File: src/rtl/div_unit_pkg.sv
// Shared encodings for the execute-stage divider.
// State codes, handshake levels and reset levels.
package div_unit_pkg;

  typedef enum logic [1:0] {
    DivFree   = 2'b00,
    DivByZero = 2'b01,
    DivOn     = 2'b10,
    DivEnd    = 2'b11
  } div_state_e;

  localparam logic DivResultReady    = 1'b1;
  localparam logic DivResultNotReady = 1'b0;

  localparam logic DivStart = 1'b1;
  localparam logic DivStop  = 1'b0;

  localparam logic RstEnable  = 1'b0;
  localparam logic RstDisable = 1'b1;

endpackage

File: src/rtl/div_sign_fix.sv
// Sign handling around the unsigned divider core.
// Absolute values on entry, sign correction on exit.
module div_sign_fix #(
  parameter int WIDTH = 32
) (
  input  logic             sign_en,
  input  logic [WIDTH-1:0] op_a,
  input  logic [WIDTH-1:0] op_b,
  output logic [WIDTH-1:0] abs_a,
  output logic [WIDTH-1:0] abs_b,
  input  logic             neg_quot,
  input  logic             neg_rem,
  input  logic [WIDTH-1:0] quot_raw,
  input  logic [WIDTH-1:0] rem_raw,
  output logic [WIDTH-1:0] quot,
  output logic [WIDTH-1:0] rem
);

  // Most negative value negates to itself, which yields the wrapped quotient.
  always_comb begin
    abs_a = (sign_en && op_a[WIDTH-1]) ? -op_a : op_a;
    abs_b = (sign_en && op_b[WIDTH-1]) ? -op_b : op_b;
    quot  = neg_quot ? -quot_raw : quot_raw;
    rem   = neg_rem ? -rem_raw : rem_raw;
  end

endmodule

File: src/rtl/div_unit.sv
// Radix-2 restoring divider for DIV/DIVU.
// One quotient bit per cycle, registered outputs.
module div_unit
  import div_unit_pkg::*;
#(
  parameter int WIDTH = 32,
  parameter int CNT_W = 6
) (
  input  logic               clk,
  input  logic               rst,
  input  logic               signed_div_i,
  input  logic [WIDTH-1:0]   opdata1_i,
  input  logic [WIDTH-1:0]   opdata2_i,
  input  logic               start_i,
  input  logic               annul_i,
  output logic [2*WIDTH-1:0] result_o,
  output logic               ready_o
);

  localparam logic [CNT_W-1:0] CntLast = CNT_W'(WIDTH - 1);
  localparam logic [CNT_W-1:0] CntOne  = CNT_W'(1);

  div_state_e state;

  logic [CNT_W-1:0] cnt;
  logic [WIDTH-1:0] dvd;
  logic [WIDTH-1:0] dvs;
  logic [WIDTH-1:0] rem;
  logic [WIDTH-1:0] quo;
  logic             sd_q;
  logic             s1_q;
  logic             s2_q;

  logic [WIDTH:0]   shifted;
  logic [WIDTH-1:0] diff;
  logic             ge;
  logic [WIDTH-1:0] rem_nxt;
  logic [WIDTH-1:0] quo_nxt;

  logic [WIDTH-1:0] abs_a;
  logic [WIDTH-1:0] abs_b;
  logic [WIDTH-1:0] quot_fix;
  logic [WIDTH-1:0] rem_fix;
  logic             neg_quot;
  logic             neg_rem;

  // One restoring step: shift in next dividend bit, subtract if it fits.
  // The partial remainder stays below the divisor, so W bits of diff suffice.
  always_comb begin
    shifted = {rem, dvd[WIDTH-1]};
    diff    = shifted[WIDTH-1:0] - dvs;
    ge      = shifted >= {1'b0, dvs};
    rem_nxt = ge ? diff : shifted[WIDTH-1:0];
    quo_nxt = {quo[WIDTH-2:0], ge};
  end

  // Quotient negates on differing signs; remainder follows the dividend.
  always_comb begin
    neg_quot = sd_q & (s1_q ^ s2_q);
    neg_rem  = sd_q & s1_q;
  end

  div_sign_fix #(
    .WIDTH(WIDTH)
  ) u_sign_fix (
    .sign_en (signed_div_i),
    .op_a    (opdata1_i),
    .op_b    (opdata2_i),
    .abs_a   (abs_a),
    .abs_b   (abs_b),
    .neg_quot(neg_quot),
    .neg_rem (neg_rem),
    .quot_raw(quo_nxt),
    .rem_raw (rem_nxt),
    .quot    (quot_fix),
    .rem     (rem_fix)
  );

  // Control FSM with datapath registers and registered outputs.
  always_ff @(posedge clk) begin
    if (rst == RstEnable) begin
      state    <= DivFree;
      cnt      <= '0;
      dvd      <= '0;
      dvs      <= '0;
      rem      <= '0;
      quo      <= '0;
      sd_q     <= 1'b0;
      s1_q     <= 1'b0;
      s2_q     <= 1'b0;
      result_o <= '0;
      ready_o  <= DivResultNotReady;
    end else begin
      unique case (state)
        DivFree: begin
          ready_o  <= DivResultNotReady;
          result_o <= '0;
          if (start_i == DivStart && !annul_i) begin
            if (opdata2_i == '0) begin
              state <= DivByZero;
            end else begin
              state <= DivOn;
              cnt   <= '0;
              rem   <= '0;
              quo   <= '0;
              dvd   <= abs_a;
              dvs   <= abs_b;
              sd_q  <= signed_div_i;
              s1_q  <= opdata1_i[WIDTH-1];
              s2_q  <= opdata2_i[WIDTH-1];
            end
          end
        end
        DivByZero: begin
          state    <= DivEnd;
          result_o <= '0;
          ready_o  <= DivResultNotReady;
        end
        DivOn: begin
          ready_o <= DivResultNotReady;
          if (annul_i) begin
            state    <= DivFree;
            result_o <= '0;
          end else begin
            rem <= rem_nxt;
            quo <= quo_nxt;
            dvd <= {dvd[WIDTH-2:0], 1'b0};
            cnt <= cnt + CntOne;
            if (cnt == CntLast) begin
              state    <= DivEnd;
              result_o <= {rem_fix, quot_fix};
            end
          end
        end
        DivEnd: begin
          if (start_i == DivStop) begin
            state    <= DivFree;
            ready_o  <= DivResultNotReady;
            result_o <= '0;
          end else begin
            ready_o <= DivResultReady;
          end
        end
        default: begin
          state    <= DivFree;
          ready_o  <= DivResultNotReady;
          result_o <= '0;
        end
      endcase
    end
  end

endmodule

File: config.mk
export PLATFORM = sky130hd
export DESIGN_NAME = div_unit
export DESIGN_NICKNAME = d
export VERILOG_FILES = /design/src/rtl/div_unit_pkg.sv /design/src/rtl/div_sign_fix.sv /design/src/rtl/div_unit.sv
export SDC_FILE = /design/constraint.sdc
export NUM_CORES = 1
export LEC_CHECK = 0
export ABC_AREA = 1
export CAP_MARGIN = 5
export CORE_MARGIN = 2
export CORE_UTILIZATION = 50
export CTS_CLUSTER_SIZE = 14
export DETAILED_ROUTE_END_ITERATION = 7
export PLACE_DENSITY = 0.72
export SLEW_MARGIN = 30
export SYNTH_ARGS = -nofsm -noshare
export SYNTH_HDL_FRONTEND = slang
export SYNTH_SLANG_ARGS = --single-unit
export TNS_END_PERCENT = 1
File: constraint.sdc
create_clock -name clk -period 11 [get_ports clk]
set_input_delay 1.65 -clock clk [delete_from_list [all_inputs] [get_ports clk]]
set_output_delay 1.65 -clock clk [all_outputs]
set_load 0.01 [all_outputs]
==> flow_summary.yaml, run 1 <==
worst_setup_path:
  worst_ep_arrival_time_ns: 5.51
  critPathSlowestCell: "nand2_4"
  cp_max_fo: 49
  cp_slowest_stage_delay_ns: 0.50
  cp_common_cell: "nand2_1"
  r2r_slack_ns: 5.87
  required_ns: 11.38
  r2r_start: "dvs[26]"
  start_kind: "flip-flop"
  cp-end-kind: "flip-flop"
  crit_type: "flip-flop to flip-flop"
  critical_path_buf_inv_count: 2
  reg2reg_to: "result_o[30]"
  path_depth: 25
  reg2regPathDepth: 25
  path_delay_family: "simple AND/OR/NAND/NOR gates"
clock_tree:
  hold_buffers: 0
  post_cts_resized: 0
  cts_tree: "built"
  clock_sinks: 203
  cts_root_buf: "clkbuf_16"
  cts_buffer_depth: 3
  clk_transition_reported_paths_ns: 0.06
  cts_setup_buffers: 0
  numCtsBuffers: 23
  htree_levels: 1
  clock_latency_ns: 0.53
pwr:
  ir_drop_v: 0.0001356
  power_density_mw_per_mm2: 141.6
  cellLeakagePower_nw: 7.061
die:
  core_mm2: 0.02695
  die_x_um: 169.9
  start_util_pct: 51.04
  die_h_um: 169.9
  dieArea_mm2: 0.02885
  num_rows: 60
  pin_count: 134
sta:
  setup_tns_ns: 0
  tightestPinTransition_ns: 0.9473
  period_needed_ns: 5.128
  fin_crit_sh_pct: 46.62
  rsz0062_at_grt: "no"
  hold_violations: 0
  worst_slack_ns: 5.872
  slew-limit-headroom_pct: 36.85
  finalMaxSlewViolations: 0
  max_freq_mhz: 195.0
  fin_worst_skew_ns: 0.02299
  setup_violations: 0
drt:
  drc: 0
  drtIter0Drc: 1101
  wirelength_um: 40150
  wl_per_cell_um: 15.32
  vias: 14151
  first_pass_iters: 5
  drtAntennaViolNets: 0
  vias_per_cell: 5.399
global_route:
  grt_pass1_vias: 13241
  track_usage_pct: 27.95
  grt_pass1_wl_um: 65940
  grt_start_max_net_pins: 95
  antenna_found_initial: 1
  grt-ovfl-total: 0
layout:
  area_growth_pct: 15.84
  fin_nets: 2373
  drive_above_1_share_pct: 7.412
  n_antenna_cell: 0
placement:
  port_buffers: 133
  place_congestion: 0.9858
  dp_hpwl_um: 30370
  pre_cts_slack_ns: 5.643
synthesis:
  syn_avg_cell_area_um2: 6.281
  synthCells: 2190
  synthSimpleGateAreaFrac_pct: 37.51
  synthAdderAreaFrac_pct: 3.511
  syn-num-nets: 2297
  synth-xor-area-share_pct: 4.712
  synth.distinct_cells: 51
  synth_flop_cell: "dfxtp_1"
  yosys_warnings: 0
  synth_edf_count: 0
  async_flop_share_pct: 0
  synth_seq_cells: 203
  ys_seq_area_share_pct: 29.54
  synth_compound_area_share_pct: 15.36
  synth.area.mux_share_pct: 0
  netlist_area_mm2: 0.01376
  synth_top_family_by_area: "simple AND/OR/NAND/NOR gates"
flow_run:
  timing.max_cap.violations: 0
worst_hold_path:
  hp-start: "dvd[11]"
  hold_class: "flip-flop to flip-flop"
  hold_end: "dvd[11]"
  hold_depth: 2
outcome:
  status: "complete, no violations"
## worst reg2reg max path, cell delays in order, from the launching register on
cell and delay, ns:
dfxtp_1 0.33, inv_1 0.10, ha_1 0.42, nand2_1 0.11, nand2_1 0.07, nand2_1 0.06
nand2_1 0.07, a21oi_1 0.15, nand2_1 0.11, nor2_4 0.38, nand2_4 0.51, inv_2 0.46
ha_1 0.24, nand3_1 0.10, nand3b_1 0.18, nand3b_1 0.21, nor3_1 0.27, nand2_1 0.14
nor2_1 0.12, nand3_1 0.13, nor3_1 0.22, nand2_1 0.10, nand2_1 0.10, nand2_1 0.07
o21ai_0 0.23, a21oi_1 0.09
## placed cells by master (no fill, tap or decap), types with 30 or more instances in the layout
cell type,count
nand2_1,664
nand3_1,140
dfxtp_1,203
a21oi_1,239
ha_1,37
clkdlybuf4s50_1,133
nor2_1,166
xor2_1,54
inv_1,215
o21ai_0,95
nand2_2,38
nand4_1,30
## worst max path at each step
stage	from	to	slack, ns
2_1_floorplan	opdata1_i[1]	dvd[30]	7.45
3_3_place_gp	opdata2_i[0]	dvd[22]	5.69
3_5_place_dp	annul_i	result_o[40]	5.64
4_1_cts	dvs[26]	result_o[30]	5.83
5_1_grt	dvs[26]	result_o[28]	5.15
6_report	dvs[26]	result_o[30]	5.87
## state kept, by name, summed over array words and instances, names as in the netlist
register,flops
quo,31
result_o,64
s2_q,1
sd_q,1
state,2
dvd,32
rem,32
cnt,6
dvs,32
ready_o,1
s1_q,1
## power by group
group / leakage [nW] / internal, W / switching, W / total (W)
clock network: 0.358 / 0.000430 / 0.000314 / 0.000744
logic: 5.06 / 0.000229 / 0.000495 / 0.000724
registers: 1.65 / 0.000769 / 0.0000187 / 0.000787
## routing by layer
metal | GRT usage, % | wire (um) | vias up
met3 | 3.442 | 1993 | 92
met1 | 35.47 | 17350 | 6435
met4 | 10.96 | 1638 | 2
li1 | - | - | 7229
met2 | 48.36 | 19150 | 393
met5 | 0 | 13 | -
## kinds of logic (layout without fill, tap and decap cells)
logic type	Yosys count	in the layout
simple gates	1160	1160
compound gates	393	393
buf+inv	322	412
flops	203	203
xor+xnor	74	74
fa+ha+maj	38	38
## through the flow
stage / cells / cell area [um^2] / util, % / hold WS [ns] / total power [W]
floorplan: 2190 / 13760 / - / 0.4297 / 0.001330
global placement: 2581 / 15180 / 56.34 / 0.4412 / 0.001507
detailed placement: 2581 / 15180 / 56.34 / 0.4471 / 0.001514
CTS: 2620 / 15910 / 59.02 / 0.4568 / 0.002256
global route: 2621 / 15930 / 59.12 / 0.4762 / 0.002392
finish: 2621 / 15930 / 59.12 / 0.4553 / 0.002256
## cell type report
type / count / area (um^2)
clock buffers: 30 / 631.9
clock inverters: 9 / 91.34
fillers: 2693 / 11020
inverters: 231 / 869.6
multi-input cells: 1665 / 8432
flip-flops and latches: 203 / 4064
well taps: 341 / 426.7
repair buffers: 142 / 1419
## cells in the mapped netlist, types with 8 or more instances
master / n / share of area [%]
nor3_1: 24 / 0.87
nand2_2: 36 / 1.6
o21ai_0: 95 / 3.5
nand3_2: 10 / 0.73
ha_1: 37 / 3.4
nand2_4: 10 / 0.82
a31oi_1: 11 / 0.50
o21bai_1: 9 / 0.49
or2_2: 13 / 0.59
xnor2_1: 20 / 1.3
nor2_4: 8 / 0.65
nor2_2: 17 / 0.77
nand3b_1: 15 / 0.82
buf_1: 10 / 0.27
nand2_1: 666 / 18
clkbuf_1: 69 / 1.9
a21oi_1: 239 / 8.7
inv_1: 218 / 5.9
dfxtp_1: 203 / 30
inv_2: 11 / 0.30
nor2_1: 169 / 4.6
nand4_1: 30 / 1.4
nand3_1: 140 / 5.1
xor2_1: 54 / 3.4
o211ai_1: 15 / 0.82
Power figures use the tool's default switching activity.
==> run 2, diff against run 1 <==
PLACE_DENSITY = 0.75   (was 0.72)
clock period = 4.2 ns   (was 11 ns; I/O delays follow)
==> run 2 against run 1 <==
  * Total power increased to 2.7 times the previous value
  * Via count increased by 1.5%
  * First-iteration DRC count increased by 15%
  * Die area unchanged
  * Combinational power increased to 2.7 times the previous value
  * Flip-flop and latch count unchanged
  * Sequential share of layout area decreased by 0.39 points
  * Clock-buffer cell count increased by 3
  * Critical path depth decreased by 1
  * Critical endpoint is now result_o[48]
  * Largest cell class unchanged
==> flow_summary.yaml, run 2 (synthesis gave the netlist of run 1 again) <==
outcome:
  status: "complete, no violations"
pwr:
  power_density_mw_per_mm2: 377.8
  power.switching_w: 0.002204
  p_clk_share_pct: 34.4
  combinationalPowerShare_pct: 31.8
  ir_drop_v: 0.0002916
  cellLeakagePower_nw: 7.186
  power.internal_w: 0.003910
  switching_share_pct: 36.05
  power_frac_seq_pct: 33.8
drt:
  wl_per_cell_um: 15.94
  first_pass_iters: 5
  vias_per_cell: 5.439
  drtIter0Drc: 1264
  vias: 14364
  wirelength_um: 42090
  drc: 0
  drtAntennaViolNets: 0
clock_tree:
  clock_sinks: 203
  hold_buffers: 0
  numCtsBuffers: 24
  cts_buffer_depth: 3
  htree_levels: 1
  cts_root_buf: "clkbuf_16"
  clock_latency_ns: 0.53
  clk_transition_reported_paths_ns: 0.06
  cts_tree: "built"
worst_setup_path:
  path_delay_family: "simple AND/OR/NAND/NOR gates"
  reg2reg_to: "result_o[48]"
  r2r_slack_ns: 0.46
  worst_ep_arrival_time_ns: 4.20
  critPathSlowestCell: "dfxtp_1"
  start_kind: "flip-flop"
  cp_common_cell: "nand2_1"
  cp_max_fo: 48
  cp-end-kind: "flip-flop"
  crit_chain: "inv_1, ha_1, nand2_1, nor2_2, nand2_1, nor2_1, nand2_2, nor2_4, nor2_4, nand2_4, buf_8, nand2_1, o21ai_0, ha_1, nand3_1, nor2_4, nand2_2, nor2_2, nand2_1, nand2_2, nand2_1, nand2_1, nand3_1, a21oi_1"
  critical_path_buf_inv_count: 2
  crit_type: "flip-flop to flip-flop"
  path_depth: 24
  cp_slowest_stage_delay_ns: 0.40
  reg2regPathDepth: 24
  required_ns: 4.66
  r2r_start: "dvs[26]"
global_route:
  grt_pass1_vias: 13519
  antenna_found_initial: 0
  track_usage_pct: 29.21
  grt_start_max_net_pins: 65
  grt_pass1_wl_um: 68240
  grt-ovfl-total: 0
worst_hold_path:
  hold_end: "dvs[12]"
  hp-start: "dvs[12]"
  hold_depth: 2
  hold_class: "flip-flop to flip-flop"
sta:
  hold_violations: 0
  period_needed_ns: 3.743
  slew-limit-headroom_pct: 39.64
  setup_violations: 0
  hold_slack_ns: 0.4606
  fin_worst_skew_ns: 0.006659
  rsz0062_at_grt: "no"
  tightestPinTransition_ns: 0.8999
  setup_tns_ns: 0
  finalMaxSlewViolations: 0
  max_freq_mhz: 267.2
  fin_crit_sh_pct: 89.11
die:
  num_rows: 60
  pin_count: 134
  die_h_um: 169.9
  dieArea_mm2: 0.02885
  core_mm2: 0.02695
  start_util_pct: 51.04
  die_x_um: 169.9
layout:
  regMostFlops: "result_o"
  fillers: 2653
  n_antenna_cell: 0
  drive_above_1_share_pct: 8.174
  largest_reg_flops: 64
  regArea_mm2: 0.004064
  mostFrequentLayoutCells: "nand2_1 (664), a21oi_1 (239), inv_1 (216), dfxtp_1 (203), nor2_1 (165)"
  multi_input_area_mm2: 0.008444
  area_growth_pct: 17.66
  layout_commonest_cell: "nand2_1"
  fin_nets: 2391
placement:
  dp_hpwl_um: 32260
  place_congestion: 0.9603
  port_buffers: 133
flow_run:
  timing.max_cap.violations: 0
-- run 2: cell types whose count changed in the layout (fill, tap and decap cells not counted), moves of 2 or more --
| cell | previous run | this run |
|---|---|---|
| bufinv_16 | 1 | 3 |
| clkbuf_1 | 4 | 7 |
| nor3_1 | 23 | 21 |
| buf_4 | 8 | 21 |
| buf_12 | 0 | 3 |
| nor3_2 | 1 | 3 |
-- run 2: timing repair --
action,in CTS,in global routing
buffers inserted,0,0
setup endpoints to repair,0,13
gates resized for setup,0,7
-- run 2: worst register-to-register path, delay by kind of cell, from the launching register on --
family	cells	cell delay [ns]
fa+ha+maj	2	0.62
flops	1	0.40
simple gates	18	1.95
buf+inv	2	0.42
compound gates	2	0.28
-- run 2: area by class of cell --
cell class                 count  area share (%)
multi-input combinational   1665           52.18
sequential                   203           25.11
timing repair buffer         159           9.834
inverter                     231           5.373
clock buffer                  33           4.043
tap                          341           2.636
clock inverter                 9          0.8272
-- run 2: how the worst max path moves through the flow --
stage | slack (ns) | to | startpoint
6_report | 0.46 | result_o[48] | dvs[26]
5_1_grt | 0.01 | result_o[26] | dvs[18]
4_1_cts | 0.25 | result_o[48] | dvs[26]
3_5_place_dp | 0.27 | result_o[48] | dvs[26]
3_3_place_gp | 0.32 | result_o[48] | dvs[26]
2_1_floorplan | 0.67 | result_o[28] | dvs[8]
-- run 2: power groups by stage --
stage          logic, W  clock network, W  registers (W)
3_5_place_dp    0.00190                 0        0.00211
3_3_place_gp    0.00188                 0        0.00210
6_report        0.00194           0.00211        0.00207
2_1_floorplan   0.00140                 0        0.00209
5_1_grt         0.00216           0.00222        0.00207
4_1_cts         0.00191           0.00214        0.00206
-- run 2: stage by stage --
stage	total power, W	utilization (%)	setup WS (ns)	instances	instance area, um^2
after floorplan	0.003482	-	0.6738	2190	13760
after global placement	0.003987	56.95	0.3160	2598	15350
after detailed placement	0.004005	56.95	0.2663	2598	15350
after CTS	0.006117	59.87	0.2472	2640	16140
after global routing	0.006460	60.05	0.01121	2641	16180
final	0.006115	60.05	0.4573	2641	16180
-- run 2: routing by layer --
metal  global-route usage (%)  part of all wire [%]
met5                        0                     0
met4                    10.33                   3.7
met3                    3.791                   5.9
met2                    50.67                    48
met1                    37.28                    43
==> run 3, diff against run 2 <==
SYNTH_HIERARCHICAL = 1   (was unset)
==> run 3 against run 2 <==
  * Critical path type unchanged
  * Largest cell class unchanged
  * Clock-buffer cell count is 4 lower
  * Maximum frequency shrank 0.17%
  * Sequential power shrank 2%
  * Utilization decreased by 1.9 points
==> flow_summary.yaml, run 3 <==
outcome:
  status: "complete, no violations"
layout:
  area_growth_pct: 15.13
  fin_nets: 2719
  final_util_pct: 58.14
  fillers: 2958
  n_antenna_cell: 0
  largest_reg_flops: 64
  mostFrequentLayoutCells: "nand2_1 (895), nor2_1 (340), inv_1 (251), nand3_1 (205), dfxtp_1 (203)"
  drive_above_1_share_pct: 5.173
  regMostFlops: "result_o"
  layout_commonest_cell: "nand2_1"
pwr:
  power.internal_w: 0.003757
  ir_drop_v: 0.0002927
  power_density_mw_per_mm2: 339.6
  cellLeakagePower_nw: 7.865
  combinationalPowerShare_pct: 27.6
  power_frac_seq_pct: 35.0
  switching_share_pct: 35.28
  p_clk_share_pct: 37.4
  power.switching_w: 0.002048
synthesis:
  synth_top_area_share_pct: 27.37
  synth_seq_cells: 203
  syn-num-nets: 2636
  synthCells: 2529
  synth_most_common_cell: "nand2_1"
  yosysTopAreaCell: "dfxtp_1"
  syn_avg_cell_area_um2: 5.871
  ys_seq_area_share_pct: 27.37
  yosys-top-cells-area: "dfxtp_1 (27%), nand2_1 (23%), nor2_1 (8.6%)"
  synth_flop_cell: "dfxtp_1"
  yosys-top-cells-count: "nand2_1 (896), nor2_1 (341), inv_1 (252), nand3_1 (205), dfxtp_1 (203)"
  synth.distinct_cells: 45
  yosys_warnings: 6
  synth_edf_count: 0
  netlist_area_mm2: 0.01485
  async_flop_share_pct: 0
clock_tree:
  cts_buffer_depth: 3
  htree_levels: 1
  clk_transition_reported_paths_ns: 0.06
  cts_root_buf: "clkbuf_16"
  clock_sinks: 203
  cts_tree: "built"
  numCtsBuffers: 25
  clock_latency_ns: 0.55
placement:
  place_congestion: 1.006
  dp_hpwl_um: 35830
  port_buffers: 133
worst_setup_path:
  start_kind: "flip-flop"
  crit_chain: "ha_1, nand2_1, inv_1, nand2_1, nand2_1, clkinv_1, nand3_2, nand2_1, nand2_1, nand2_4, nand2_4, buf_4, o21ai_0, inv_1, ha_1, nand3_1, nor2_1, nor2_1, xor2_1, nand3_1, a21oi_1"
  cp_common_cell: "nand2_1"
  critPathSlowestCell: "dfxtp_1"
  worst_ep_arrival_time_ns: 4.22
  critical_path_buf_inv_count: 4
  cp-end-kind: "flip-flop"
  required_ns: 4.68
  path_delay_family: "simple AND/OR/NAND/NOR gates"
  crit_type: "flip-flop to flip-flop"
  cp_slowest_stage_delay_ns: 0.45
  cp_max_fo: 23
drt:
  drtIter0Drc: 1513
  wl_per_cell_um: 15.53
  wirelength_um: 46880
  vias_per_cell: 5.281
  drtAntennaViolNets: 0
  vias: 15943
  drc: 0
  first_pass_iters: 5
sta:
  rsz0062_at_grt: "no"
  hold_violations: 0
  fin_crit_sh_pct: 89.26
  period_needed_ns: 3.749
  max_freq_mhz: 266.7
  fin_worst_skew_ns: 0.03292
  setup_violations: 0
  tightestPinTransition_ns: 0.8130
  slew-limit-headroom_pct: 45.39
  setup_tns_ns: 0
  finalMaxSlewViolations: 0
die:
  core_mm2: 0.02940
  num_rows: 63
  die_h_um: 176.3
  start_util_pct: 50.50
  pin_count: 134
  die_x_um: 176.3
  dieArea_mm2: 0.03109
global_route:
  track_usage_pct: 29.79
  grt_start_max_net_pins: 79
  grt_pass1_vias: 14611
  antenna_found_initial: 0
  grt_use_met2_pct: 48.12
  grt-ovfl-total: 0
  busiest_layer: "met2"
  met3_usage_pct: 3.682
  use_met1_pct: 42.24
  grt_pass1_wl_um: 75330
worst_hold_path:
  hold_class: "flip-flop to flip-flop"
flow_run:
  timing.max_cap.violations: 0
==> run 3: layout make-up <==
class	count	area (um^2)	area share (%)
multi-input combinational	1968	9238	54.04
sequential	203	4064	23.77
timing repair buffer	155	1509	8.827
inverter	259	978.4	5.724
clock buffer	29	660.6	3.865
tap	390	488.0	2.855
clock inverter	15	156.4	0.9149
==> run 3: what timing repair did <==
item / CTS / global route
setup buffers: 0 / 3
gates resized for setup: 0 / 1
setup endpoints to repair: 0 / 6
hold buffers: 0 / 0
==> run 3: through the flow <==
stage | hold WS (ns) | cell area [um^2] | setup WS (ns) | std cells | power [W]
6_report | 0.4626 | 17090 | 0.4509 | 3019 | 0.005805
5_1_grt | 0.4803 | 17090 | 0.02046 | 3019 | 0.006089
4_1_cts | 0.4654 | 17070 | 0.4000 | 3016 | 0.005791
3_5_place_dp | 0.4558 | 16250 | 0.4756 | 2972 | 0.003626
3_3_place_gp | 0.4531 | 16250 | 0.4906 | 2972 | 0.003626
2_1_floorplan | 0.4390 | 14850 | 1.391 | 2529 | 0.003208
==> run 3: worst paths after layout <==
path / startpoint / endpoint / slack (ns) / cells past startpoint
hold / removal: result_o[23] / result_o[23] / 0.46 / 2
hold reg to reg: result_o[23] / result_o[23] / 0.46 / 2
setup reg to reg: rem[6] / result_o[40] / 0.45 / 21
setup / recovery: rem[6] / result_o[40] / 0.45 / 21
==> run 3: worst reg2reg max path: stages, from the launching register on <==
cell and delay, ns:
dfxtp_1 0.45, ha_1 0.33, nand2_1 0.13, inv_1 0.05, nand2_1 0.06, nand2_1 0.10, clkinv_1 0.07, nand3_2 0.10
nand2_1 0.09, nand2_1 0.11, nand2_4 0.19, nand2_4 0.22, buf_4 0.23, o21ai_0 0.30, inv_1 0.13, ha_1 0.25
nand3_1 0.11, nor2_1 0.09, nor2_1 0.18, xor2_1 0.24, nand3_1 0.10, a21oi_1 0.15
==> run 3: power groups by stage <==
stage / Sequential, W / Combinational [W] / Clock, W
floorplan: 0.00206 / 0.00114 / 0
global placement: 0.00207 / 0.00155 / 0
detailed placement: 0.00207 / 0.00155 / 0
CTS: 0.00203 / 0.00156 / 0.00220
global route: 0.00204 / 0.00179 / 0.00226
finish: 0.00203 / 0.00160 / 0.00217
==> run 3: cell families (layout without fill, tap and decap cells) <==
family                     count (synthesis)  count (layout)  synth area share, %
xor gates and xnor gates                  87              87                5.233
buffers and inverters                    358             458                10.52
AOI/OAI and AO/OA                        276             276                10.00
adders and majority gates                 38              38                3.253
and+or+nand+nor                         1567            1567                43.63
DFF                                      203             203                27.37
==> run 3: per-layer routing <==
layer | vias up | share of wire (%) | wire, um
li1 | 8118 | - | -
met1 | 7179 | 47 | 22050
met2 | 573 | 44 | 20530
met3 | 73 | 6.8 | 3205
met4 | 0 | 2.3 | 1092
met5 | - | 0 | 0
